==> config.mk <==
export PLATFORM = sky130hd
export DESIGN_NAME = wb_sequencer
export DESIGN_NICKNAME = d
export VERILOG_FILES = /design/src/rtl/wb_pkg.sv /design/src/rtl/wb_watchdog.sv /design/src/rtl/wb_sequencer.sv
export SDC_FILE = /design/constraint.sdc
export NUM_CORES = 1
export LEC_CHECK = 0
export CAP_MARGIN = 15
export CORE_MARGIN = 2
export CORE_UTILIZATION = 45
export CTS_CLUSTER_DIAMETER = 40
export CTS_CLUSTER_SIZE = 30
export DETAILED_ROUTE_END_ITERATION = 8
export GPL_ROUTABILITY_DRIVEN = 0
export PLACE_DENSITY = 0.76
export SLEW_MARGIN = 0
export SYNTH_ARGS = -nofsm -noshare
export SYNTH_HDL_FRONTEND = slang
export SYNTH_SLANG_ARGS = --single-unit
==> constraint.sdc <==
create_clock -name clk -period 1.6 [get_ports clk]
set_input_delay 0.24 -clock clk [delete_from_list [all_inputs] [get_ports clk]]
set_output_delay 0.24 -clock clk [all_outputs]
set_load 0.005 [all_outputs]
==> src/rtl/wb_pkg.sv <==
// Shared definitions for the register-file write-back sequencer: MemtoReg source codes,
// sequencer states and source classification helpers.
package wb_pkg;

  localparam logic [3:0] WB_ALU     = 4'd0;
  localparam logic [3:0] WB_MDR     = 4'd1;
  localparam logic [3:0] WB_LO      = 4'd2;
  localparam logic [3:0] WB_HI      = 4'd3;
  localparam logic [3:0] WB_SHIFT   = 4'd4;
  localparam logic [3:0] WB_SX16    = 4'd5;
  localparam logic [3:0] WB_SL16    = 4'd6;
  localparam logic [3:0] WB_SX1     = 4'd7;
  localparam logic [3:0] WB_CONST   = 4'd8;
  localparam logic [3:0] WB_A       = 4'd9;
  localparam logic [3:0] WB_B       = 4'd10;
  localparam logic [3:0] WB_SRC_MAX = WB_B;

  // Constant presented by the MemtoReg mux when seletor == WB_CONST.
  localparam logic [31:0] WB_CONST_227 = 32'd227;

  typedef enum logic [1:0] {
    WB_IDLE,
    WB_WAIT,
    WB_WRITE
  } wb_state_e;

  function automatic logic wb_src_legal(input logic [3:0] src);
    return src <= WB_SRC_MAX;
  endfunction

  // Sources whose value arrives some cycles after the request.
  function automatic logic wb_src_waits(input logic [3:0] src);
    return (src >= WB_MDR) && (src <= WB_SHIFT);
  endfunction

endpackage

==> src/rtl/wb_watchdog.sv <==
// Saturating cycle counter for the write-back WAIT state; flags the cycle in which the
// count would reach TIMEOUT_CYCLES.
module wb_watchdog #(
  parameter int unsigned TIMEOUT_CYCLES = 64
) (
  input  logic clk,
  input  logic reset,
  input  logic clear,
  input  logic enable,
  output logic expired
);

  localparam int unsigned CntW = $clog2(TIMEOUT_CYCLES + 1);
  localparam logic [CntW-1:0] LastCount = CntW'(TIMEOUT_CYCLES - 1);
  localparam logic [CntW-1:0] MaxCount  = CntW'(TIMEOUT_CYCLES);

  logic [CntW-1:0] count_q, count_d;

  always_comb begin
    count_d = count_q;
    if (clear) begin
      count_d = '0;
    end else if (enable && (count_q != MaxCount)) begin
      count_d = count_q + 1'b1;
    end
  end

  always_ff @(posedge clk) begin
    if (!reset) begin
      count_q <= '0;
    end else begin
      count_q <= count_d;
    end
  end

  // Asserted in the last waiting cycle so the abort lands exactly TIMEOUT_CYCLES into WAIT.
  assign expired = enable && (count_q == LastCount);

endmodule

==> src/rtl/wb_sequencer.sv <==
// Write-back sequencer: captures one request, waits for its source to become valid and
// issues a single-cycle register-file write, with flush and watchdog abort paths.
module wb_sequencer
  import wb_pkg::*;
#(
  parameter int unsigned TIMEOUT_CYCLES = 64
) (
  input  logic       clk,
  input  logic       reset,
  input  logic       wb_req,
  input  logic [3:0] wb_src,
  input  logic [4:0] wb_dst,
  input  logic       wb_flush,
  input  logic       mem_ready,
  input  logic       muldiv_done,
  input  logic       shift_done,
  output logic       wb_ack,
  output logic       busy,
  output logic [3:0] seletor,
  output logic       reg_write,
  output logic [4:0] write_reg,
  output logic       wb_done,
  output logic       wb_err
);

  wb_state_e  state_q;
  logic [3:0] seletor_q;
  logic [4:0] write_reg_q;
  logic       err_q;
  logic       src_ready;
  logic       wd_clear;
  logic       wd_enable;
  logic       wd_expired;

  always_comb begin
    src_ready = 1'b0;
    case (seletor_q)
      WB_MDR:       src_ready = mem_ready;
      WB_LO, WB_HI: src_ready = muldiv_done;
      WB_SHIFT:     src_ready = shift_done;
      default:      src_ready = 1'b0;
    endcase
  end

  // Count stays at zero outside WAIT, so every entry to WAIT starts from a clean count.
  assign wd_clear  = (state_q != WB_WAIT) || wb_flush;
  assign wd_enable = (state_q == WB_WAIT) && !src_ready && !wb_flush;

  wb_watchdog #(
    .TIMEOUT_CYCLES(TIMEOUT_CYCLES)
  ) u_watchdog (
    .clk     (clk),
    .reset   (reset),
    .clear   (wd_clear),
    .enable  (wd_enable),
    .expired (wd_expired)
  );

  always_ff @(posedge clk) begin
    if (!reset) begin
      state_q     <= WB_IDLE;
      seletor_q   <= WB_ALU;
      write_reg_q <= 5'd0;
      err_q       <= 1'b0;
    end else begin
      err_q <= 1'b0;
      if (wb_flush) begin
        state_q <= WB_IDLE;
      end else begin
        unique case (state_q)
          WB_IDLE: begin
            if (wb_req) begin
              seletor_q   <= wb_src;
              write_reg_q <= wb_dst;
              if (!wb_src_legal(wb_src)) begin
                err_q <= 1'b1;
              end else if (wb_src_waits(wb_src)) begin
                state_q <= WB_WAIT;
              end else begin
                state_q <= WB_WRITE;
              end
            end
          end
          WB_WAIT: begin
            // A ready source wins over a coincident watchdog expiry.
            if (src_ready) begin
              state_q <= WB_WRITE;
            end else if (wd_expired) begin
              state_q <= WB_IDLE;
              err_q   <= 1'b1;
            end
          end
          WB_WRITE: state_q <= WB_IDLE;
          default:  state_q <= WB_IDLE;
        endcase
      end
    end
  end

  assign seletor   = seletor_q;
  assign write_reg = write_reg_q;
  assign busy      = (state_q != WB_IDLE);

  // Strobes are gated by reset and flush so an aborted request never reaches the register file.
  assign wb_ack    = reset && (state_q == WB_IDLE) && wb_req && !wb_flush;
  assign reg_write = reset && (state_q == WB_WRITE) && (write_reg_q != 5'd0) && !wb_flush;
  assign wb_done   = reset && (state_q == WB_WRITE) && !wb_flush;
  assign wb_err    = reset && err_q && !wb_flush;

endmodule

=== After elaboration in Yosys (flattened, before gate mapping) ===
Cells that the tools add are included.

* Flip-flop bits (word level): 19
* Input bits: 16
* Output and inout port bits: 14
* Word-level logic and storage cells: 60

* Add/sub/neg operators: 1
* Magnitude comparators: 3
* Eq/ne operators: 12
* Multiplexer cells: 12
* Bitwise logic cells: 2
* Reduce and logical (&&, ||, !) cells: 25

{| class="wikitable"
|+ Operators with widths
! cell !! count
|-
| $logic_and A1 B1 Y1 || 14
|-
| $mux W2 || 5
|-
| $eq A4 B2 Y1 const B || 2
|-
| $add A7 B1 Y7 const B || 1
|-
| $eq A7 B6 Y1 const B || 1
|-
| $ne A7 B7 Y1 const B || 1
|-
| $reduce_and A3 Y1 || 2
|-
| $reduce_or A2 Y1 || 3
|-
| $reduce_bool A5 Y1 || 1
|-
| $eq A4 B1 Y1 const B || 1
|-
| $eq A4 B3 Y1 const B || 1
|-
| $ge A4 B1 Y1 const B || 1
|-
| $le A4 B3 Y1 const B || 1
|-
| $le A4 B4 Y1 const B || 1
|-
| $mux W1 || 4
|-
| $ne A2 B2 Y1 const B || 2
|-
| $pmux W2 S2 || 1
|-
| $ne A3 B2 Y1 const B || 1
|-
| $pmux W1 S3 || 1
|-
| $eq A2 B1 Y1 const B || 1
|-
| $eq A2 B2 Y1 const B || 1
|-
| $logic_not A1 Y1 || 2
|-
| $logic_not A2 Y1 || 1
|-
| $ne A2 B1 Y1 const B || 1
|-
| other kinds (4) || 5
|}

=== Depth between registers and ports, before layout ===
* Depth in word-level cells: 10
* Mapped depth: 6
* Depth with buffers taken out: 5

=== Modules after synthesis ===
Synthesis repeated with hierarchy kept, for this count alone.

* Cell total of the unflattened synthesis: 110
* Area, all modules: 959.7 µm²

{| class="wikitable"
|+ By module, submodules not included
! module !! instances !! cells each !! area each (µm²) !! seq. area each (µm²)
|-
| wb_sequencer || 1 || 70 || 596.8 || 240.2
|-
| wb_watchdog || 1 || 40 || 362.8 || 140.1
|}

=== Worst setup path before layout ===
OpenSTA, ideal clock, no wires.

* Path type: register -> register
* From: register u_watchdog.count_q[0]
* To: register u_watchdog.count_q[6]
* Setup time: 0.116 ns
* Arrival time: 1.258 ns
* Required time: 1.484 ns
* Path slack: 0.225 ns
* Cell stages (with the launch flop): 6
* Clock period less this slack: 1.375 ns
* Cell sequence: dfxtp_1 > ha_1 > nand4_1 > a2111oi_2 > xnor2_1 > nor2_1

* Longest elaborated chain between the ends: 2
* Elaborated cells between the ends (all ways): 3
* Classes of those cells: 1 x add/sub; 1 x eq/ne; 1 x reduce/logical

{| class="wikitable"
|+ Ends and longest elaborated chain
! what !! RTL line !! text
|-
| from (decl) || wb_watchdog.sv:17 || <nowiki>logic [CntW-1:0] count_q, count_d;</nowiki>
|-
| from (signal assigned) || wb_watchdog.sv:32 || <nowiki>count_q <= count_d;</nowiki>
|-
| branches (longest 2 deep; another with $add A7 B1 Y7) || n/a ||
|}

Several ways; the timed one is not identified.
A chain may end at the register's enable or synchronous reset.

=== Final worst setup path ===
* From: register write_reg_q[4] (netlist: write_reg[4])
* To: output reg_write

* Longest elaborated chain between the ends: 3

{| class="wikitable"
|+ Ends and longest elaborated chain
! what !! RTL line !! text
|-
| from (decl) || wb_sequencer.sv:28 || <nowiki>logic [4:0] write_reg_q;</nowiki>
|-
| from (signal assigned) || wb_sequencer.sv:74 || <nowiki>write_reg_q <= wb_dst;</nowiki>
|-
| $reduce_bool A5 Y1 || wb_sequencer.sv:106 || <nowiki>assign reg_write = reset && (state_q == WB_WRITE) && (write_reg_q != 5'd0) && !wb_flush;</nowiki>
|-
| $logic_and A1 B1 Y1 (2 in series) || wb_sequencer.sv:106 ||
|-
| to (decl) || wb_sequencer.sv:20 || <nowiki>output logic reg_write,</nowiki>
|}

No other way between the ends.

==> impl_metrics.tcl <==
set metrics [dict create \
    crit_required_ns 1.36 \
    ant_nets 0 \
    antenna_found_initial 0 \
    avgViaCountPerCell 5.25 \
    grt_pass1_vias 1082 \
    cp_top_family "simple AND/OR/NAND/NOR gates" \
    htreeDepth 1 \
    syn-cell-area_um2 970 \
    start_util_pct 48.4 \
    grt_pass1_wl_um 4720 \
    setup-violations-final 1 \
    hp-class "primary input to flip-flop" \
    die_h_um 50.4 \
    status "finished with violations" \
    gr-usage-all-layers_pct 24.0 \
    die_area_mm2 0.00254 \
    cp.arrival_ns 1.43 \
    synth_edf_count 0 \
    hold_end "write_reg[2]" \
    worstSetupPathType "flip-flop to output port" \
    largest_register_ffs 7 \
    fp-row-count 16 \
    swShare_pct 24.8 \
    overflow 0 \
    final_hold_viol_count 0 \
    cts.sinks 19 \
    seq_area_frac_synth_pct 39.2 \
    p_switching_mw 0.227 \
    die_w_um 50.4 \
    r2r_cells 5 \
    ys_types 31 \
    drt_iter0_markers 33 \
    critPathBufInv 1 \
    drive_above_1_share_pct 22.8 \
    period_share_pct 105 \
    syn_area_per_cell_um2 8.15 \
    power_density_mw_per_mm2 619 \
    skew_ns 0.00510 \
    syn2layout_area_growth_pct 52.4 \
    grt_max_degree 11 \
    combPwrFrac_pct 19.5 \
    r2r-end "u_watchdog.count_q[6]" \
    p_leak_nw 0.613 \
    fin_crit_ns 1.67 \
    crit_chain "or4_1 -> o21a_1 -> clkbuf_2" \
    port_buffers 29 \
    syn-num-nets 137 \
    max-cap-violations 0 \
    cts_setup_buffers 0 \
    num_vias 1039 \
    drt-total-wl_um 2720 \
    cp-start-kind "flip-flop" \
    p_int_mw 0.688 \
    wl_per_cell_um 13.7 \
    synth_async_sr_flop_share_pct 0 \
    syn_inst 119 \
    tightestPinTransition_ns 0.351 \
    cp_slowest_cell "or4_1" \
    drc 0 \
    ir_worst_vdd_mv 0.634 \
    tritoncts "done" \
    critPathMaxFanout 2 \
    ys.flop_type "dfxtp_1" \
    slowest_delay_ns 0.51 \
    cts_buffers 3 \
    cts_buffer_depth 2 \
    violations "setup timing" \
    hpwl_um 2230 \
    dp_slack_ns -0.416 \
    hold_path_depth 3 \
    nNetsFinal 190 \
    slew_viol_final 0 \
    fin_setup_tns_ns -0.0725 \
    first_pass_iters 4 \
    hp-start "wb_dst[2]" \
    yosysWarnings 0 \
    power_frac_clock_pct 26.1 \
    setup_ws_ns -0.0725 \
    synth-seq-cells 19 \
    seqPwrFrac_pct 54.4 \
    cts_root_buffer "clkbuf_4" \
    path_clk_slew_ns 0.11 \
    core_area_mm2 0.00200 \
    setup.reg_to_reg.worst_slack_ns 0.12 \
    grt_setup_unrepaired "yes" \
    r2r_start "u_watchdog.count_q[0]" \
    cp-end-kind "output port" \
    clock_latency_ns 0.28 \
    io_pins 30 \
    fmax_mhz 598 \
    insertedDiodeCount 0 \
    maxSlewHeadroom_pct 76.6 \
]
## cell type report
class / count / area [um2]
fill: 159 / 524
multi-input combinational: 94 / 581
sequential: 19 / 385
tap: 27 / 33.8
inverter: 4 / 15.0
timing repair buffer: 50 / 437
clock buffer: 4 / 26.3
## power groups by stage
stage / clock network (mW) / registers [mW] / logic (mW)
floorplan: 0 / 0.508 / 0.0633
global placement: 0 / 0.507 / 0.175
detailed placement: 0 / 0.507 / 0.178
CTS: 0.243 / 0.497 / 0.178
global route: 0.261 / 0.500 / 0.194
finish: 0.239 / 0.497 / 0.178
## worst reg2reg max path: stages (launching register included)
cell and delay (ns):
dfxtp_1 0.35, ha_1 0.22, nand4_1 0.18, a2111oi_2 0.42, xnor2_1 0.16, nor2_1 0.05
## metal layers
layer,up-vias,global-route usage [%],wire length [um]
met5,-,0,0
met4,0,5.41,38
met3,4,3.27,115
met2,29,46.9,1480
met1,491,27.1,1090
li1,515,-,-
## cells in the mapped netlist, types with 2 or more instances
| library cell | number | share of area [%] |
|---|---|---|
| a21oi_2 | 4 | 3.6 |
| or3_1 | 3 | 1.9 |
| mux2i_1 | 3 | 3.1 |
| nor2_1 | 11 | 4.3 |
| nor3_1 | 2 | 1.0 |
| nand2b_1 | 6 | 3.9 |
| inv_1 | 4 | 1.5 |
| xnor2_1 | 2 | 1.8 |
| nor2b_1 | 2 | 1.3 |
| a21boi_1 | 9 | 7.0 |
| ha_1 | 2 | 2.6 |
| nand4_1 | 3 | 1.9 |
| a21oi_1 | 2 | 1.0 |
| nand2_1 | 28 | 11 |
| dfxtp_1 | 19 | 39 |
| a31oi_1 | 4 | 2.6 |
## per-stage QoR
stage | util [%] | total power [mW] | instances | hold slack [ns] | instance area (um2)
finish | 73.8 | 0.915 | 198 | 0.486 | 1480
CTS | 73.7 | 0.917 | 198 | 0.485 | 1480
global placement | 72.1 | 0.682 | 194 | 0.470 | 1440
global route | 73.8 | 0.954 | 198 | 0.493 | 1480
floorplan | - | 0.571 | 119 | 0.375 | 970
detailed placement | 72.1 | 0.685 | 194 | 0.478 | 1440
## how the worst max path moves through the flow
stage / startpoint / to / slack (ns) / cells past startpoint
after detailed placement: wb_flush / reg_write / -0.42 / 5
after floorplan: u_watchdog.count_q[0] / u_watchdog.count_q[6] / 0.23 / 5
after global routing: write_reg[4] / reg_write / -0.12 / 3
final: write_reg[4] / reg_write / -0.07 / 3
after CTS: write_reg[0] / reg_write / -0.22 / 3
after global placement: wb_flush / reg_write / -0.39 / 5
## timing repair
item,CTS,global route
endpoints found under the hold margin,0,0
pin swaps,0,2
setup endpoints to repair,4,2
resized for setup,9,6
gates cloned,0,0
hold buffers,0,0
## kinds of logic (layout without fill, tap and decap cells)
group                    after synthesis  in the layout  synth area share (%)
AND/OR/NAND/NOR                       60             60                  28.6
flip-flops                            19             19                  39.2
buffers and inverters                  6             58                  2.45
multiplexers                           3              3                  3.10
XOR/XNOR                               3              3                  2.71
AO/OA/AOI/OAI                         26             26                  21.3
adder cells (fa/ha/maj)                2              2                  2.58
## cell usage in the layout, fill, tap and decap left out, drive strengths merged, types with 2 or more instances in the layout
cell / n
ha: 2
xnor2: 2
a21oi: 6
mux2i: 3
a31oi: 4
nor2b: 2
nor3: 2
dfxtp: 19
nand2: 28
a211oi: 2
clkbuf: 5
inv: 4
or3: 3
nand2b: 6
nand4: 3
dlygate4sd2: 5
nor2: 12
clkdlybuf4s50: 23
buf: 21
a21boi: 9
No activity file was read; power rests on OpenSTA's default activity.
